### src/rtl/msg_text_rom.sv
// Four-message character ROM with a frame-paced typewriter reveal and a registered ASCII output.
// Optional macro TEXT_BLINK_EN: blink the fully shown message every BLINK_FRAMES frame ticks.
module msg_text_rom #(
  parameter int unsigned COLS          = 16,
  parameter int unsigned ROWS          = 2,
  parameter int unsigned REVEAL_FRAMES = 2,
  parameter int unsigned BLINK_FRAMES  = 30
) (
  input  logic        pclk,
  input  logic        rst_n,
  input  logic [1:0]  msg_sel,
  input  logic        start,
  input  logic        clear,
  input  logic        frame_tick,
  input  logic [15:0] char_xy,
  output logic [6:0]  char_code,
  output logic        busy,
  output logic        done
);

  localparam int unsigned RW = $clog2(ROWS * COLS + 1);
  localparam int unsigned DW = $clog2(REVEAL_FRAMES + 1);

  typedef enum logic [1:0] {IDLE, TYPING, SHOWN} state_t;

  // Strings are right-justified in s, so character c sits (len-1-c) bytes above the LSB.
  function automatic logic [6:0] table_char(input logic [1:0] m, input int unsigned r,
                                            input int unsigned c);
    logic [95:0]  s;
    int unsigned  len;
    s   = '0;
    len = 0;
    if (r == 0) begin
      case (m)
        2'd0:    begin s = {8'h00,  "TOO SLOW!!!"}; len = 11; end
        2'd1:    begin s = {32'h00, "YOU WIN!"};    len = 8;  end
        2'd2:    begin s = {24'h00, "GET READY"};   len = 9;  end
        default: begin s = {48'h00, "PAUSED"};      len = 6;  end
      endcase
    end else if (r == 1) begin
      case (m)
        2'd0:    begin s = {16'h00, "Try again!"};  len = 10; end
        2'd1:    begin s = {8'h00,  "Press start"}; len = 11; end
        default: begin s = '0;                      len = 0;  end
      endcase
    end
    if (c < len) table_char = 7'(s >> (8 * (len - 1 - c)));
    else         table_char = '0;
  endfunction

  // Reveal end point of message m after row/column truncation.
  function automatic int unsigned calc_end(input logic [1:0] m);
    int unsigned e;
    e = 0;
    for (int unsigned r = 0; r < 2; r++) begin
      for (int unsigned c = 0; c < 12; c++) begin
        if (r < ROWS && c < COLS && table_char(m, r, c) != '0) e = r * COLS + c + 1;
      end
    end
    return e;
  endfunction

  localparam int unsigned END0 = calc_end(2'd0);
  localparam int unsigned END1 = calc_end(2'd1);
  localparam int unsigned END2 = calc_end(2'd2);
  localparam int unsigned END3 = calc_end(2'd3);

  state_t          state, state_nxt;
  logic [1:0]      sel, sel_nxt;
  logic [RW-1:0]   cnt, cnt_nxt;
  logic [DW-1:0]   div, div_nxt;
  int unsigned     end_sel;
  logic            show_ok;
  logic [31:0]     col_i, row_i, idx_i;
  logic            vis;
  logic [6:0]      code_nxt;

  always_comb begin
    case (sel)
      2'd0:    end_sel = END0;
      2'd1:    end_sel = END1;
      2'd2:    end_sel = END2;
      default: end_sel = END3;
    endcase
  end

  always_ff @(posedge pclk or negedge rst_n) begin
    if (!rst_n) state <= IDLE;
    else        state <= state_nxt;
  end

  // clear beats start, and start swallows a coincident frame_tick.
  always_comb begin
    state_nxt = state;
    sel_nxt   = sel;
    cnt_nxt   = cnt;
    div_nxt   = div;
    if (clear) begin
      state_nxt = IDLE;
      cnt_nxt   = '0;
      div_nxt   = '0;
    end else if (start) begin
      state_nxt = TYPING;
      sel_nxt   = msg_sel;
      cnt_nxt   = '0;
      div_nxt   = '0;
    end else if (state == TYPING) begin
      if (frame_tick) begin
        if (32'(div) + 1 >= REVEAL_FRAMES) begin
          div_nxt = '0;
          cnt_nxt = cnt + RW'(1);
        end else begin
          div_nxt = div + DW'(1);
        end
      end
      if (32'(cnt_nxt) >= end_sel) state_nxt = SHOWN;
    end
  end

  always_ff @(posedge pclk or negedge rst_n) begin
    if (!rst_n) begin
      sel  <= '0;
      cnt  <= '0;
      div  <= '0;
      busy <= 1'b0;
      done <= 1'b0;
    end else begin
      sel  <= sel_nxt;
      cnt  <= cnt_nxt;
      div  <= div_nxt;
      busy <= (state_nxt == TYPING);
      done <= (state_nxt == SHOWN);
    end
  end

`ifdef TEXT_BLINK_EN
  localparam int unsigned BW = $clog2(BLINK_FRAMES + 1);
  logic [BW-1:0] bdiv;
  logic          blink_on;

  always_ff @(posedge pclk or negedge rst_n) begin
    if (!rst_n) begin
      bdiv     <= '0;
      blink_on <= 1'b1;
    end else if (state_nxt == SHOWN && state != SHOWN) begin
      bdiv     <= '0;
      blink_on <= 1'b1;
    end else if (state == SHOWN && state_nxt == SHOWN && frame_tick) begin
      if (32'(bdiv) + 1 >= BLINK_FRAMES) begin
        bdiv     <= '0;
        blink_on <= ~blink_on;
      end else begin
        bdiv     <= bdiv + BW'(1);
      end
    end
  end

  assign show_ok = blink_on;
`else
  // Static text; a zero blink period is not a legal setting.
  assign show_ok = (BLINK_FRAMES > 0);
`endif

  always_comb begin
    col_i = 32'(char_xy[15:8]);
    row_i = 32'(char_xy[7:0]);
    idx_i = row_i * COLS + col_i;
    vis   = 1'b0;
    if (col_i < COLS && row_i < ROWS) begin
      if (state == SHOWN)       vis = show_ok;
      else if (state == TYPING) vis = (idx_i < 32'(cnt));
    end
    code_nxt = vis ? table_char(sel, row_i, col_i) : '0;
  end

  always_ff @(posedge pclk or negedge rst_n) begin
    if (!rst_n) char_code <= '0;
    else        char_code <= code_nxt;
  end

endmodule

### config.mk
export PLATFORM = sky130hd
export DESIGN_NAME = msg_text_rom
export DESIGN_NICKNAME = d
export VERILOG_FILES = /design/src/rtl/msg_text_rom.sv
export SDC_FILE = /design/constraint.sdc
export NUM_CORES = 1
export LEC_CHECK = 0
export BUFFER_PORTS_ARGS = -buffer_cell sky130_fd_sc_hd__buf_2
export CORE_MARGIN = 4
export CORE_UTILIZATION = 45
export CTS_CLUSTER_SIZE = 30
export DETAILED_ROUTE_END_ITERATION = 8
export PLACE_DENSITY = 0.74
export RECOVER_POWER = 25
export SLEW_MARGIN = 20
export SYNTH_ARGS = -nofsm -noshare
export SYNTH_HDL_FRONTEND = slang
export SYNTH_SLANG_ARGS = --single-unit
### constraint.sdc
create_clock -name pclk -period 4.5 [get_ports pclk]
set_input_delay 0.675 -clock pclk [delete_from_list [all_inputs] [get_ports pclk]]
set_output_delay 0.675 -clock pclk [all_outputs]
set_load 0.02 [all_outputs]
==> results.toml <==
[logic_synthesis]
synth_compound_area_share_pct = 26.89
synth_adder_area_share_pct = 16.37
synth_nets = 399
ys_seq_elements = 21
synth_top_family_by_area = "compound AO/OA/AOI/OAI gates"
synth_area_per_cell_sq_um = 7.799
syn_inst = 343
synth_mux_area_share_pct = 0.7951
synthFlopType = "dfrtp_1"
syn_area_sq_um = 2675
synth_xor_xnor_area_share_pct = 5.566
ys_types = 66
seq_area_frac_synth_pct = 19.64
synth-simple-area-share_pct = 23.53
synth-edff-count = 0
yosysWarnings = 0
async_flop_share_pct = 100.0

[cts]
cts_tree = "yes"
ctsHoldBuffers = 0
clkLatencyLatePin_ns = 0.26
root_buffer = "clkbuf_8"
cts_made_buffers = 3
clock-sinks = 21
post-cts-setup-buffers = 0
htree_levels = 1
clk_path_buf_depth = 2
post_cts_resized = 0
cts.reportedPaths.clkPinSlew_ns = 0.08

[power]
power_density_nw_per_um2 = 179.2
vdd_drop_max_uv = 120.0
p_leak_nw = 1.285
power_mw = 0.5467

[timing]
max_slew_margin_pct = 23.14
max_freq_mhz = 233.6
grt_setup_unrepaired = "false"
fin_skew_ns = 0.001431
finalSetupTns_ns = 0
setup_slack_ns = 0.2183
hold_viol_final = 0
finalCritPeriodShare_pct = 95.15
slew_viol_final = 0
setup_violations = 0
fin_crit_ns = 4.282
tightest_slew_ns = 1.153

[die]
rows = 27
die_width_um = 85.10
die_area_sq_um = 7242
die_h_um = 85.10
io_pins = 32
start_util_pct = 47.42
core_sq_um = 5642

[cells_and_area]
antenna_cells = 0
final_cell_mix = "nor2_1, ha_1, buf_2, inv_1, a21oi_1"
finalNonFillerCells = 451
area_growth_pct = 14.08
fin_nets = 436
final_core_util_pct = 54.09
drive_above_1_share_pct = 18.73
n_fill_cell = 559
final_common_cell = "nor2_1"

[worst_setup_path]
cp_max_fo = 10
critPathTopFamily = "compound AO/OA/AOI/OAI gates"
cp-end-kind = "flop"
cpPeakStageDelay_ns = 0.61
critPathArrivalTime_ns = 4.44
critical_path_required_ns = 4.66
critPathSlowestCell = "or4_1"
start_kind = "primary input"
ff2ff_setup_slack_ns = 0.33
path_buf_inv = 2
worstPathCellList = "buf_2 -> or4_1 -> nor2_4 -> nand2_1 -> a21oi_1 -> ha_1 -> a21o_1 -> a21oi_1 -> nor2_1 -> o21a_1 -> ha_1 -> a2111oi_4 -> buf_4 -> nand3_2 -> a2111oi_0 -> a211oi_1 -> a221oi_1"
crit_type = "primary input to flop"

[global_routing]
grt_util_all_layers_pct = 21.52
antenna_found_initial = 0
grt_overflow = 0
grt_pass1_vias = 2663
grt_pass1_wl_um = 12820
grt_max_degree = 31

[placed_design]
dp_hpwl_um = 6102
gp_congestion = 0.9536
place_inst = 447
place_ws_ns = 0.02745
portBuffers = 31

[drt]
avgRoutedWirePerCell_um = 17.10
vias_per_cell = 6.226
dr.pass1.iters = 5
drt_iter0_markers = 372
wl_met2_um = 3468
num_vias = 2808
top_layer = "met4"
drtAntennaViolNets = 0
wl_met3_um = 657
wirelength_um = 7713
wl_met1_um = 3314
drc = 0

[job]
maxCapViolCount = 0

[min_path]
hold_path_class = "flop to flop"

[run_status]
status = "finished clean"
[cell usage after synthesis, types with 2 or more instances]
cell type / number / area share (%)
nor2_1: 32 / 4.5
ha_1: 31 / 14
a21oi_1: 27 / 5.1
inv_1: 27 / 3.8
dfrtp_1: 21 / 20
nand2_1: 21 / 2.9
clkbuf_1: 19 / 2.7
o21ai_0: 16 / 3.0
nor3_1: 14 / 2.6
xnor2_1: 14 / 4.6
a211oi_1: 9 / 2.5
nand3_1: 7 / 1.3
a21o_1: 6 / 1.7
nand4_1: 6 / 1.4
nor2b_1: 6 / 1.4
o21ai_1: 6 / 1.1
nand2b_1: 5 / 1.2
nor4_1: 5 / 1.2
nor4_2: 4 / 1.9
o2111ai_1: 4 / 1.3
o211ai_1: 4 / 1.1
a221oi_1: 3 / 0.98
o31a_1: 3 / 0.98
xor2_1: 3 / 0.98
a2111oi_0: 2 / 0.65
a41oi_1: 2 / 0.65
fa_1: 2 / 1.5
nand3b_1: 2 / 0.56
nor3b_1: 2 / 0.56
o311ai_1: 2 / 0.65
o31ai_1: 2 / 0.56
or4_1: 2 / 0.56
[state kept, by name, indices dropped and copies added, names as in the netlist]
register,flops
busy,1
char_code,7
cnt,6
div,2
done,1
sel,2
state,2
[worst min-delay path, cell delays in order, from the launching register on]
cell and delay, ns:
dfrtp_1 0.38, nand2_1 0.06, a21oi_1 0.05
[final timing paths]
path	from	to	cells after the start
min in group asynchronous	rst_n	div[0]$_DFFE_PN0P_	1
min	div[1]$_DFFE_PN0P_	div[1]$_DFFE_PN0P_	2
max	char_xy[4]	char_code[6]$_DFF_PN0_	17
max reg2reg	sel[1]$_DFFE_PN0P_	char_code[6]$_DFF_PN0_	18
min reg2reg	div[1]$_DFFE_PN0P_	div[1]$_DFFE_PN0P_	2
max in group asynchronous	rst_n	char_code[1]$_DFF_PN0_	1
[where the power goes]
group          switching (mW)  total (mW)  leakage (nW)  internal (mW)
clock network          0.0650       0.127        0.0255         0.0618
logic                   0.139       0.222         0.973         0.0839
registers             0.00451       0.197         0.287          0.193
[cell families after synthesis]
family                     Yosys count
xor gates and xnor gates            17
AOI/OAI and AO/OA                  104
DFF                                 21
muxes                                2
buffers and inverters               49
and+or+nand+nor                    116
adders and majority gates           34
[routing by layer]
metal | GRT usage (%) | vias to the layer above
met4 | 7.050 | 0
met2 | 35.45 | 148
met1 | 28.48 | 1281
met3 | 3.592 | 38
li1 | - | 1341
met5 | 0 | -
[layout make-up]
cell class | count | area, sq um | share of cell area, %
Inverter | 27 | 101.3 | 3.321
Clock inverter | 1 | 5.005 | 0.1640
Timing Repair Buffer | 54 | 326.6 | 10.70
Multi-Input combinational cell | 273 | 1962 | 64.29
Clock buffer | 3 | 41.29 | 1.353
Tap cell | 72 | 90.09 | 2.952
Sequential cell | 21 | 525.5 | 17.22
[per-stage QoR]
| stage | hold WS, ns | cell area, sq um |
|---|---|---|
| after global routing | 0.5623 | 3052 |
| after detailed placement | 0.5159 | 3007 |
| final | 0.5260 | 3052 |
| after global placement | 0.5113 | 3007 |
| after floorplan | 0.3794 | 2680 |
| after CTS | 0.3639 | 3053 |
No activity file was read; power rests on OpenSTA's default activity.
